[config.mk]
export PLATFORM = sky130hd
export DESIGN_NAME = serial_adder
export DESIGN_NICKNAME = d
export VERILOG_FILES = /design/src/rtl/serial_adder_pkg.sv /design/src/rtl/serial_adder_full_adder.sv /design/src/rtl/serial_adder.sv
export SDC_FILE = /design/constraint.sdc
export NUM_CORES = 1
export LEC_CHECK = 0
export BUFFER_PORTS_ARGS = -buffer_cell sky130_fd_sc_hd__buf_2
export CAP_MARGIN = 20
export CORE_MARGIN = 8
export CORE_UTILIZATION = 58
export DETAILED_ROUTE_END_ITERATION = 10
export PLACE_DENSITY_LB_ADDON = 0.05
export REMOVE_ABC_BUFFERS = 1
export SLEW_MARGIN = 20
export SYNTH_ARGS = -nofsm -noshare
export SYNTH_HDL_FRONTEND = slang
export SYNTH_HIERARCHICAL = 1
export SYNTH_SLANG_ARGS = --single-unit
[constraint.sdc]
create_clock -name clk -period 3.7 [get_ports clk]
set_clock_uncertainty 0.15 [all_clocks]
set_input_delay 0.74 -clock clk [delete_from_list [all_inputs] [get_ports clk]]
set_output_delay 0.74 -clock clk [all_outputs]
set_load 0.02 [all_outputs]
[src/rtl/serial_adder_pkg.sv]
// Shared types and constants for the bit-serial adder.
// State encodings and the legal WIDTH range.
package serial_adder_pkg;

  localparam int WIDTH_MIN = 2;
  localparam int WIDTH_MAX = 32;

  typedef enum logic [1:0] {
    IDLE  = 2'd0,
    SHIFT = 2'd1,
    DONE  = 2'd2
  } state_t;

endpackage

[src/rtl/serial_adder_full_adder.sv]
// One-bit combinational full adder cell.
// Used once per clock by the serial adder loop.
module full_adder (
  input  logic ain,
  input  logic bin,
  input  logic cin,
  output logic sum,
  output logic cout
);

  assign sum  = ain ^ bin ^ cin;
  assign cout = (ain & bin) | (cin & (ain ^ bin));

endmodule

[src/rtl/serial_adder.sv]
// Bit-serial WIDTH-bit adder, LSB first, with a carry flop loop.
// Define SERIAL_ADDER_OVF_EN to add the two's-complement ovf output.
module serial_adder
  import serial_adder_pkg::*;
#(
  parameter int WIDTH = 8
) (
  input  logic             clk,
  input  logic             rst_n,
  input  logic             start,
  input  logic [WIDTH-1:0] a,
  input  logic [WIDTH-1:0] b,
  input  logic             cin,
  output logic             busy,
  output logic             done,
  output logic [WIDTH-1:0] sum,
`ifdef SERIAL_ADDER_OVF_EN
  output logic             ovf,
`endif
  output logic             cout
);

  localparam int CW = $clog2(WIDTH);
  localparam int SW = WIDTH - 1;

  if (WIDTH < WIDTH_MIN || WIDTH > WIDTH_MAX) begin : g_bad_width
    $error("serial_adder: WIDTH out of range");
  end

  state_t state, state_nxt;

  logic [CW-1:0]    count;
  logic [WIDTH-1:0] a_sr, b_sr;
  logic [SW-1:0]    s_sr;
  logic             carry;
  logic             s, co;
  logic             accept, last;

  assign accept = (state == IDLE) && start;
  assign last   = (state == SHIFT) && (count == CW'(WIDTH - 1));
  assign busy   = (state == SHIFT);
  assign done   = (state == DONE);

  full_adder u_fa (
    .ain  (a_sr[0]),
    .bin  (b_sr[0]),
    .cin  (carry),
    .sum  (s),
    .cout (co)
  );

  always_comb begin
    state_nxt = state;
    unique case (state)
      IDLE:    if (start) state_nxt = SHIFT;
      SHIFT:   if (last) state_nxt = DONE;
      DONE:    state_nxt = IDLE;
      default: state_nxt = IDLE;
    endcase
  end

  // Counter stops on the final edge so it never wraps.
  always_ff @(posedge clk or negedge rst_n) begin
    if (!rst_n) begin
      state <= IDLE;
      count <= '0;
    end else begin
      state <= state_nxt;
      if (accept) begin
        count <= '0;
      end else if (state == SHIFT && !last) begin
        count <= count + CW'(1);
      end
    end
  end

  // s_sr keeps only the upper WIDTH-1 result bits; the final s completes sum.
  always_ff @(posedge clk or negedge rst_n) begin
    if (!rst_n) begin
      a_sr  <= '0;
      b_sr  <= '0;
      s_sr  <= '0;
      carry <= 1'b0;
      sum   <= '0;
      cout  <= 1'b0;
`ifdef SERIAL_ADDER_OVF_EN
      ovf   <= 1'b0;
`endif
    end else if (accept) begin
      a_sr  <= a;
      b_sr  <= b;
      carry <= cin;
    end else if (state == SHIFT) begin
      a_sr  <= a_sr >> 1;
      b_sr  <= b_sr >> 1;
      s_sr  <= SW'({s, s_sr} >> 1);
      carry <= co;
      if (last) begin
        sum  <= {s, s_sr};
        cout <= co;
`ifdef SERIAL_ADDER_OVF_EN
        ovf  <= carry ^ co;
`endif
      end
    end
  end

endmodule
; After elaboration in Yosys (flattened, before gate mapping)
; Index checks and enable logic that the tools add are counted.
; Widths: inputs -> output; s select.
[op_classes]
addsub = 1
n_eq_ne = 5
muxes = 11
bitwise_logic = 6
reduce_logical = 10
[ops]
columns = op, count
row1 = $mux 8, 4
row2 = $mux 3, 2
row3 = $mux 2, 2
row4 = $pmux 2 s2, 1
row5 = $reduce_and 2->1, 2
row6 = $reduce_bool 2->1, 2
row7 = $add 3x1->3 const B, 1
row8 = $eq 3x3->1 const B, 1
row9 = $logic_and 1x1->1, 3
row10 = $reduce_and 3->1, 1
row11 = $and 1x1->1, 2
row12 = $eq 2x1->1 const B, 1
row13 = $eq 2x2->1 const B, 1
row14 = $logic_not 2->1, 1
row15 = $mux 1, 2
row16 = $ne 2x1->1 const B, 1
row17 = $ne 2x2->1 const B, 1
row18 = $xor 1x1->1, 2
row19 = $logic_not 1->1, 1
row20 = $not 1->1, 1
row21 = $or 1x1->1, 1
[word_totals]
regBits = 38
input_bits = 20
out_inout_bits = 11
wordCells = 41

; Longest topological paths before layout
; Gate-level depths: netlist (run 1).
[depth]
word_depth = 6
ltp_mapped = 6
depth_no_buf = 5

; Cells and area by module
; The synthesis (run 1) kept the hierarchy.
[modules_own_cells]
columns = mod, n_inst, cells_per_inst, area_per_inst_um2, seq_area_each_um2
row1 = serial_adder, 1, 148, 1695.4, 950.9
row2 = full_adder, 1, 1, 20.0, 0.0

; Least setup slack after synthesis (run 1)
; No wires, ideal clock.
[synth_timing]
path_type = flip-flop to output port
from = register state[1]
to = output port done
arrival_ps = 977
required_time_ps = 2810
path_slack_ps = 1833
path_stages_with_launch = 5
n_path_buf = 2
cell_sequence = dfrtp_1 > buf_6 > inv_1 > buf_2 > nor2_1
[synth_between]
elab_chain_len = 1
[synth_lines]
columns = element, line_no
row1 = from (decl), serial_adder.sv:30  ; state_t state, state_nxt;
row2 = from (signal assigned), serial_adder.sv:68  ; state <= state_nxt;
row3 = $eq 2x2->1, serial_adder.sv:42  ; assign done = (state == DONE);
row4 = to (decl), serial_adder.sv:15  ; output logic done,
; Every way passes these cells.

; Worst setup path in the final report (run 1)
; Ends and elaborated chain as after synthesis.

==> results of run 1 <==
[through the flow]
stage	hold WS (ps)	std cells	worst slack [ps]	utilization [%]
after global routing	384	208	1220	67.6
after detailed placement	338	201	1730	65.9
final	343	208	1340	67.6
after CTS	367	208	1360	67.6
after global placement	331	201	1760	65.9
after floorplan	294	140	1840	-
[power groups by stage]
stage	combinational, mW	sequential [mW]	clock (mW)
finish	0.674	0.751	0.192
global route	0.762	0.781	0.212
global placement	0.657	0.751	0
detailed placement	0.684	0.760	0
CTS	0.682	0.752	0.200
floorplan	0.464	0.785	0
[final cells by class]
class,count,area (µm²)
multi-input cells,98,674
repair buffers,30,150
inverters,4,20.0
flip-flops and latches,38,951
clock buffers,7,45.0
well taps,31,38.8
fillers,216,902
[how the worst min path moves through the flow]
stage                              from             endpoint  slack (ps)  depth (start not counted)
global route           cout$_DFFE_PN0P_     cout$_DFFE_PN0P_         380                          1
global placement    s_sr[0]$_DFFE_PN0P_  s_sr[0]$_DFFE_PN0P_         330                          2
detailed placement   sum[0]$_DFFE_PN0P_   sum[0]$_DFFE_PN0P_         340                          1
CTS                               rst_n   sum[1]$_DFFE_PN0P_         370                          1
finish                            rst_n   sum[1]$_DFFE_PN0P_         340                          1
floorplan                         rst_n  a_sr[0]$_DFFE_PN0P_         290                          0
[routing by layer]
layer / up-vias / part of all wire [%] / track usage, % / routed length, µm
li1: 596 / - / - / -
met1: 604 / 47 / 17.3 / 1540
met2: 36 / 48 / 22.3 / 1550
met3: 2 / 4.5 / 4.10 / 146
met4: 0 / 0.58 / 4.91 / 19
met5: - / 0 / 0 / 0
[sequential cells by signal, indices dropped and copies added (netlist names)]
signal	flops
a_sr	8
count	3
sum	8
carry	1
s_sr	7
b_sr	8
cout	1
state	2
[logic make-up after synthesis]
group / count (synthesis) / synth area share (%)
fa+ha+maj: 3 / 2.63
mux: 9 / 7.88
buf+inv: 13 / 5.25
flops: 38 / 55.4
simple gates: 34 / 9.85
compound gates: 52 / 19.0
[layout by cell type (no fill, tap or decap)]
master / n
nand2_1: 23
fa_1: 1
ha_1: 2
a22oi_1: 2
nor3_1: 1
nand2b_4: 1
o22ai_1: 25
nor2b_1: 1
nand2b_1: 2
inv_1: 2
nand2_8: 1
clkbuf_4: 5
or4b_1: 1
dfrtp_1: 38
clkinv_1: 1
mux2_4: 9
a21oi_1: 13
o221a_2: 1
inv_6: 1
o2bb2ai_1: 3
nor2_1: 4
o21ai_0: 5
clkbuf_1: 2
buf_2: 30
a2bb2oi_1: 3
[critical path, delay by kind of cell (launching register included)]
| kind | cells | cell delay (ps) |
|---|---|---|
| DFF | 1 | 510 |
| buffers and inverters | 2 | 470 |
| and+or+nand+nor | 1 | 170 |
==> metrics.md, run 1 <==
| Metric | Value |
|---|---|
| Initial core utilization | `61.7%` |
| Worst r2r path cells | `3` |
| Iter 0 DRT Violations | `78` |
| Final Max Slew Viols | `0` |
| Post-DP HPWL | `2340 µm` |
| DR vias/cell | `5.95` |
| Hold Vio Cnt, Final | `0` |
| Top post-synthesis cells by area | `dfrtp_1 55%, o22ai_1 9.1%, mux2_4 7.9%` |
| # IOs | `31` |
| CP arrival | `1470 ps` |
| Layout area overhead | `9.55%` |
| Clock Power Share | `11.9%` |
| Sw power | `0.624 mW` |
| Worst-Margin Slew | `808 ps` |
| Sequential share of the synthesized area | `55.4%` |
| Max Clk Rate | `424 MHz` |
| Logic pwr share | `41.7%` |
| Total die area | `4950 µm²` |
| Setup tns final | `0 ps` |
| Final GP Congestion | `0.780` |
| Num CTS Buffers | `5` |
| Die X | `70.4 µm` |
| Max H-tree Level | `2` |
| Static Leak | `0.910 nW` |
| MaxCap Viol Count | `0` |
| Post-synth ARST share | `100%` |
| FF+latch count, synth | `38` |
| CP Class | `reg -> out` |
| RSZ-0062 raised after global routing | `false` |
| Setup bufs post-CTS | `0` |
| First-pass DRT Iterations | `4` |
| Worst setup EP type | `output port` |
| First-pass GRT wire length | `5780 µm` |
| Total Wirelength | `3250 µm` |
| Area leader, netlist | `dfrtp_1` |
| Root Buffer | `clkbuf_4` |
| Die Height | `70.4 µm` |
| Total grt overflow | `0` |
| Sw Ratio | `38.6%` |
| Initial antenna violation count | `0` |
| Synth top area share | `55.4%` |
| Critical path startpoint category | `flip-flop` |
| Largest net degree at the start of global routing | `39` |
| Post-route cell area | `1880 µm²` |
| WL/cell | `15.6 µm` |
| Outcome | `completed` |
| Yosys cell types | `26` |
| CTS resizes | `0` |
| Clock sink total | `38` |
| Max_slew headroom | `46.1%` |
| Worst Path Required | `2810 ps` |
| Via count | `1238` |
| CP Launch Point | `state[1]$_DFFE_PN0P_` |
| CTS tree | `done` |
| Post-synth top flop | `dfrtp_1` |
| IR drop worst, VDD | `641 µV` |
| Critical Path Max Stage Delay | `510 ps` |
| Critical path, cell by cell | `inv_1 -> nor2_1 -> buf_2` |
| GRT Total Usage | `13.9%` |
| DRT antenna net count | `0` |
| CP max stage cell | `dfrtp_1` |
| Worst skew pair latency | `320 ps` |
| Final min period | `2360 ps` |
| Placed Area | `1830 µm²` |
| Fin crit share | `63.8%` |
| Pwr/cell area | `861 nW/µm²` |
| Power, Total | `1.62 mW` |
| Warnings from Yosys | `6` |
| Finish-stage setup viols | `0` |
| Post-Syn Instances | `149` |
| Int Power | `0.994 mW` |
| Hold buffer count at CTS | `0` |
| Layout cells sized above 1 | `27.1%` |
| Row cnt | `19` |
| Flop pwr share | `46.5%` |
| Worst hold path class | `in -> async` |
| Count leader, synth | `dfrtp_1` |
| Clock transition at path regs | `100 ps` |
| Final #Nets | `200` |
| R2r startpoint | `state[0]$_DFFE_PN0P_` |
| Clock buffer depth | `2` |
| Core box area | `2780 µm²` |
| Vias in the first global route | `1309` |
| Avg Cell Area, Syn | `11.5 µm²` |
| Post-synth EDFFs | `0` |
| Setup crit end | `done` |
| Most frequent cells after synthesis | `38 x dfrtp_1, 25 x o22ai_1, 23 x nand2_1` |
| I/O Buffers | `30` |
| # DRC | `0` |
| Synthesized area | `1720 µm²` |
| Reg2reg end | `b_sr[1]$_DFFE_PN0P_` |
| Antenna cell count | `0` |
| Reg-to-reg slack, setup | `1990 ps` |
| CP Max Fanout | `16` |
Note: power is estimated with default switching activity, not from simulation.
==> run 2: changes to the inputs <==
CORE_UTILIZATION = 49   (was 58)
clock period = 2.06 ns   (was 3.7 ns; I/O delays follow)
==> run 2 against run 1 <==
First-iteration DRC count shrank 29%; sequential share of layout area fell by 1.8 points; clock power is 86% higher; via count up 0.97%; non-clock buffer count up 5; largest cell class unchanged; sequential power increased by 81%; register-to-register slack lost 1600 ps; critical endpoint is now busy; power increased by 83%.
==> metrics.md, run 2 (synthesis gave the netlist of run 1 again) <==
| Metric | Value |
|---|---|
| Outcome | `completed` |
| Total grt overflow | `0 (unchanged)` |
| IR drop worst, VDD | `569 µV (-11%)` |
| Static Leak | `0.941 nW (+3.4%)` |
| Max_slew headroom | `66.6% (+20 points)` |
| CP Class | `reg -> out` |
| Final core area utilization | `58.0% (-9.5 points)` |
| Final #Nets | `206 (+3.0%)` |
| Max H-tree Level | `2 (unchanged)` |
| Routed wl met3 | `209 µm (+43%)` |
| Root Buffer | `clkbuf_4` |
| # fillers | `311 (+44%)` |
| MaxCap Viol Count | `0 (unchanged)` |
| Met2 wire len | `1670 µm (+8.1%)` |
| Post-route cell area | `1950 µm² (+3.9%)` |
| Pre-CTS setup slack | `394 ps (-1330 ps)` |
| Layout area overhead | `13.8%` |
| Worst-Margin Slew | `501 ps (-307 ps)` |
| CTS tree | `done` |
| Setup tns final | `0 ps (unchanged)` |
| Total Wirelength | `3540 µm (+8.9%)` |
| Total die area | `5650 µm² (+14%)` |
| Clock transition at path regs | `100 ps (about the same)` |
| GRT Total Usage | `13.6% (-0.37 points)` |
| # DRC | `0 (unchanged)` |
| Pwr/cell area | `1510 nW/µm² (+76%)` |
| Inst Count DP | `220 (+9.5%)` |
| Layout cells sized above 1 | `31.1% (+4.0 points)` |
| Setup bufs post-CTS | `0 (unchanged)` |
| Row cnt | `21 (+2)` |
| Commonest non-fill, non-tap cell in the layout | `dfrtp_1` |
| Iter 0 DRT Violations | `55 (-29%)` |
| Placed Area | `1880 µm² (+2.7%)` |
| Leading registers by flop count | `a_sr x8, b_sr x8, sum x8` |
| # IOs | `31 (unchanged)` |
| Clock sink total | `38 (unchanged)` |
| Worst Path Required | `1500 ps (-1310 ps)` |
| I/O Buffers | `30 (unchanged)` |
| Vias in the first global route | `1288 (-1.6%)` |
| First-pass GRT wire length | `5870 µm (+1.5%)` |
| Die X | `75.2 µm (+6.8%)` |
| Post-DP HPWL | `2510 µm (+7.2%)` |
| RSZ-0062 raised after global routing | `false` |
| Via count | `1250 (+0.97%)` |
| Clock buffer depth | `2 (unchanged)` |
| Power, Total | `2.96 mW (+83%)` |
| Critical path startpoint category | `flip-flop` |
| Final cell count without fillers | `229 (+10%)` |
| Worst Slack Setup Final | `119 ps (-1220 ps)` |
| Num CTS Buffers | `5 (unchanged)` |
| DRT antenna net count | `0 (unchanged)` |
| Worst setup EP type | `output port` |
| Commonest non-fill, non-tap cells in the layout | `36 x dfrtp_1, 30 x buf_2, 25 x o22ai_1` |
| Top Metal Used | `met4` |
| Initial antenna violation count | `0 (unchanged)` |
| Finish-stage setup viols | `0 (unchanged)` |
| Initial core utilization | `51.0% (-11 points)` |
| Antenna cell count | `0 (unchanged)` |
| Hold Vio Cnt, Final | `0 (unchanged)` |
| WL/cell | `15.5 µm (-1.1%)` |
| DR vias/cell | `5.46 (-8.3%)` |
| Met1 wire length | `1580 µm (+2.5%)` |
| Final Max Slew Viols | `0 (unchanged)` |
| Worst hold path class | `in -> reg` |
| Worst skew pair latency | `340 ps (+20 ps)` |
| Die Height | `75.2 µm (+6.8%)` |
| Max Clk Rate | `515 MHz` |
| WHS | `149 ps (-194 ps)` |
| Fin crit share | `94.2%` |
| Final min period | `1940 ps` |
| Core box area | `3360 µm² (+21%)` |
| CP arrival | `1380 ps (-90 ps)` |
| First-pass DRT Iterations | `6 (+2)` |
| Final GP Congestion | `0.765 (-1.9%)` |
| CP Max Fanout | `11 (-5)` |
| Largest net degree at the start of global routing | `22 (-44%)` |
==> run 2: repair_timing <==
| item | CTS | global route |
|---|---|---|
| setup endpoints to repair | 0 | 1 |
| hold endpoints to repair | 19 | 0 |
| gates resized for setup | 0 | 2 |
| hold buffers | 1 | 0 |
==> run 2: routing by layer <==
metal / vias to the layer above / track usage (%)
met1: 597 / 15.2
met5: - / 0
li1: 615 / -
met2: 29 / 22.6
met3: 9 / 4.53
met4: 0 / 6.61
==> run 2: area by class of cell <==
| class | count | area [µm²] | share of cell area (%) |
|---|---|---|---|
| clock buffers | 5 | 37.5 | 1.92 |
| clock inverters | 2 | 10.0 | 0.513 |
| inverters | 4 | 20.0 | 1.03 |
| multi-input cells | 99 | 683 | 35.0 |
| flip-flops and latches | 38 | 953 | 48.8 |
| well taps | 46 | 57.6 | 2.95 |
| repair buffers | 35 | 190 | 9.74 |
==> run 2: final timing paths <==
kind / slack, ps / to / startpoint / cells past startpoint
worst max-delay path: 120 / busy / state[1]$_DFFE_PN0P_ / 3
worst min register to register: 350 / s_sr[0]$_DFFE_PN0P_ / s_sr[0]$_DFFE_PN0P_ / 2
worst max register to register: 370 / sum[7]$_DFFE_PN0P_ / count[0]$_DFFE_PN0P_ / 4
min in group asynchronous: 410 / count[2]$_DFFE_PN0P_ / rst_n / 2
worst min-delay path: 150 / b_sr[7]$_DFFE_PN0P_ / b[7] / 3
max in group asynchronous: 830 / s_sr[0]$_DFFE_PN0P_ / rst_n / 3
==> run 2: report_power, final <==
group / total (mW) / internal, mW / leakage [nW] / switching (mW)
logic: 1.24 / 0.583 / 0.451 / 0.653
registers: 1.36 / 1.10 / 0.459 / 0.265
clock network: 0.358 / 0.123 / 0.0308 / 0.235
total: 2.96 / 1.80 / 0.941 / 1.15
==> run 2: worst max-delay path: stages, from the launching register on <==
cell and delay, ps:
dfrtp_2 490, nand2b_4 240, inv_6 130, buf_2 170
==> run 3: changes to the inputs <==
ABC_AREA = 1   (was default)
CORE_UTILIZATION = 48   (was 49)
==> run 3 against run 2 <==
Final area is 1.5% lower; global-route usage is 0.29 points higher; utilization hardly changed; first-iteration DRC count is 24% higher; worst hold slack worse by 39 ps; highest routed layer unchanged; worst setup slack better by 22 ps; sequential power is 9.6% lower; non-clock buffer count stayed put; clock power is 31% higher; combinational power is 15% lower; wire length is 8.9% lower.
==> metrics.md, run 3 <==
| Metric | Value |
|---|---|
| Outcome | `completed` |
| Initial antenna violation count | `0 (unchanged)` |
| Post-synth EDFFs | `0 (unchanged)` |
| GRT Total Usage | `13.8% (+0.29 points)` |
| Leading registers by flop count | `a_sr x8, b_sr x8, sum x8` |
| Post-synth ARST share | `100% (unchanged)` |
| CTS tree | `done` |
| Die Height | `74.5 µm (-0.94%)` |
| WHS | `110 ps (-39.1 ps)` |
| Max_slew headroom | `68.8% (+2.2 points)` |
| Final core area utilization | `58.0% (about the same)` |
| Yosys cell types | `18 (-31%)` |
| Iter 0 DRT Violations | `68 (+24%)` |
| Row cnt | `21 (unchanged)` |
| Sequential share of the synthesized area | `58.0% (+2.5 points)` |
| Max H-tree Level | `2 (unchanged)` |
| Worst r2r path cells | `6 (+2)` |
| Clock transition at path regs | `100 ps (about the same)` |
| Synth top area share | `58.0% (+2.5 points)` |
| Worst Path Required | `1500 ps (about the same)` |
| Reg2reg end | `count[2]$_DFFE_PN0P_` |
| Num CTS Buffers | `5 (unchanged)` |
| CP bufs+invs | `3 (+1)` |
| Core box area | `3310 µm² (-1.6%)` |
| CP arrival | `1360 ps (-20 ps)` |
| CP Class | `reg -> out` |
| Hold Path End | `b_sr[7]$_DFFE_PN0P_` |
| I/O Buffers | `30 (unchanged)` |
| Clock buffer depth | `2 (unchanged)` |
| IR drop worst, VDD | `577 µV (+1.3%)` |
| Delay-heaviest family, CP | `buffers and inverters` |
| # fillers | `305 (-1.9%)` |
| Worst-Margin Slew | `468 ps (-33.0 ps)` |
| Worst Slack Setup Final | `141 ps (+21.5 ps)` |
| Critical Path Max Stage Delay | `400 ps (-90 ps)` |
| Critical path, cell by cell | `inv_1 -> nand2_2 -> inv_6 -> buf_2` |
| Routed wl met3 | `222 µm (+6.2%)` |
| Final GP Congestion | `0.758 (-0.81%)` |
| MaxCap Viol Count | `0 (unchanged)` |
| Reg-to-reg slack, setup | `480 ps (+110 ps)` |
| Commonest non-fill, non-tap cell in the layout | `nand2_1` |
| Area leader, netlist | `dfrtp_1` |
| Post-DP HPWL | `2240 µm (-11%)` |
| Worst setup EP type | `output port` |
| Final min period | `1920 ps (-21.5 ps)` |
| Antenna cell count | `0 (unchanged)` |
| Root Buffer | `clkbuf_4` |
| Largest net degree at the start of global routing | `39 (+77%)` |
| Most frequent cells after synthesis | `60 x nand2_1, 53 x nand3_1, 38 x dfrtp_1` |
| Die X | `74.5 µm (-0.94%)` |
| Finish-stage setup viols | `0 (unchanged)` |
| DRT antenna net count | `0 (unchanged)` |
| Warnings from Yosys | `6 (unchanged)` |
| CP Max Fanout | `27 (+16)` |
| Via count | `1335 (+6.8%)` |
| Total grt overflow | `0 (unchanged)` |
| Worst skew pair latency | `340 ps (about the same)` |
| # DRC | `0 (unchanged)` |
| Pre-CTS setup slack | `448 ps (+53.9 ps)` |
| Fin crit share | `93.2% (-1.0 points)` |
| First-pass GRT wire length | `5930 µm (+0.95%)` |
| # IOs | `31 (unchanged)` |
| Initial core utilization | `49.5% (-1.5 points)` |
| Top post-synthesis cells by area | `dfrtp_1 58%, nand3_1 16%, nand2_1 14%` |
| Post-Syn Instances | `182 (+22%)` |
| Vias in the first global route | `1411 (+9.5%)` |
| First-pass DRT Iterations | `4 (-2)` |
| Final #Nets | `239 (+16%)` |
| Met1 wire length | `1450 µm (-8.4%)` |
| Setup tns final | `0 ps (unchanged)` |
| WL/cell | `12.3 µm (-21%)` |
| Pwr/cell area | `1430 nW/µm² (-5.6%)` |
| Layout cells sized above 1 | `22.1% (-9.0 points)` |
| Final Max Slew Viols | `0 (unchanged)` |
| Total Wirelength | `3230 µm (-8.9%)` |
| Post-synth top flop | `dfrtp_1` |
| Top Metal Used | `met4` |
| Critical path startpoint category | `flip-flop` |
| FF+latch count, synth | `38 (unchanged)` |
| Static Leak | `1.02 nW (+8.3%)` |
| DR vias/cell | `5.08 (-7.0%)` |
| Hold Startpoint | `b[7]` |
| Layout area overhead | `17.2%` |
| Synthesized area | `1640 µm² (-4.4%)` |
| Max Clk Rate | `521 MHz (+1.1%)` |
| Hold Vio Cnt, Final | `0 (unchanged)` |
| R2r startpoint | `count[0]$_DFFE_PN0P_` |
| Count leader, synth | `nand2_1` |
| Commonest non-fill, non-tap cells in the layout | `60 x nand2_1, 53 x nand3_1, 38 x dfrtp_1` |
| RSZ-0062 raised after global routing | `false` |
| Total die area | `5540 µm² (-1.9%)` |
| CP max stage cell | `dfrtp_1` |
| Hold Crit Depth | `3 (unchanged)` |
| Met2 wire len | `1520 µm (-9.2%)` |
| Avg Cell Area, Syn | `9.01 µm² (-22%)` |
| Worst hold path class | `in -> reg` |
| Clock sink total | `38 (unchanged)` |
run 3: cell types whose count changed after synthesis, sizes merged, moves of 2 or more:
cell / previous run / this run
o2bb2ai: 3 / 0
a21oi: 13 / 0
a22oi: 2 / 0
inv: 3 / 7
o22ai: 25 / 0
nand3: 0 / 53
nand2: 24 / 63
nand2b: 3 / 0
mux2: 9 / 0
a2bb2oi: 3 / 0
run 3: how the worst max path moves through the flow:
stage / startpoint / to / slack (ps) / cells past startpoint
final: state[1]$_DFFE_PN0P_ / busy / 140 / 4
after global routing: state[1]$_DFFE_PN0P_ / busy / 30 / 4
after CTS: state[1]$_DFFE_PN0P_ / busy / 60 / 4
after detailed placement: state[1]$_DFFE_PN0P_ / busy / 450 / 4
after global placement: state[1]$_DFFE_PN0P_ / busy / 480 / 4
after floorplan: state[1]$_DFFE_PN0P_ / busy / 480 / 3
run 3: final cells by class:
type / instances / area (µm²) / area share (%)
flip-flops and latches: 38 / 951 / 49.5
multi-input cells: 129 / 613 / 31.9
repair buffers: 35 / 190 / 9.90
clock buffers: 8 / 78.8 / 4.10
well taps: 46 / 57.6 / 2.99
inverters: 7 / 31.3 / 1.63
run 3: routing by layer:
layer  up-vias  track usage (%)
met2        35             23.2
met3         5             3.37
met4         0             7.83
met5         -                0
met1       627             15.7
li1        668                -
run 3: logic make-up (layout without fill, tap and decap cells):
| family | after synthesis | count (layout) | synth area share (%) |
|---|---|---|---|
| buffers and inverters | 15 | 50 | 4.65 |
| DFF | 38 | 38 | 58.0 |
| AOI/OAI and AO/OA | 6 | 6 | 1.83 |
| and+or+nand+nor | 120 | 120 | 32.8 |
| adders and majority gates | 3 | 3 | 2.75 |
run 3: what timing repair did:
item                                    CTS  global route
hold buffers                              1             0
resized for setup                         0             1
endpoints found under the hold margin    38             0
setup buffers                             0             0
endpoints found under the setup margin    0             1
run 3: power by group:
group / leakage, nW / internal [mW] / switching, mW
clock: 0.0446 / 0.233 / 0.236
combinational: 0.488 / 0.371 / 0.676
sequential: 0.487 / 1.06 / 0.176
run 3: per-stage QoR:
step	instance area (µm²)	std cells	power, mW
after floorplan	1590	174	1.96
after global placement	1830	254	2.27
after detailed placement	1830	254	2.31
after CTS	1920	263	2.79
after global routing	1920	263	3.01
final	1920	263	2.75
run 3: worst min-delay path, cell delays in order:
cell and delay (ps):
buf_2 70, nand2_1 40, nand2_1 50
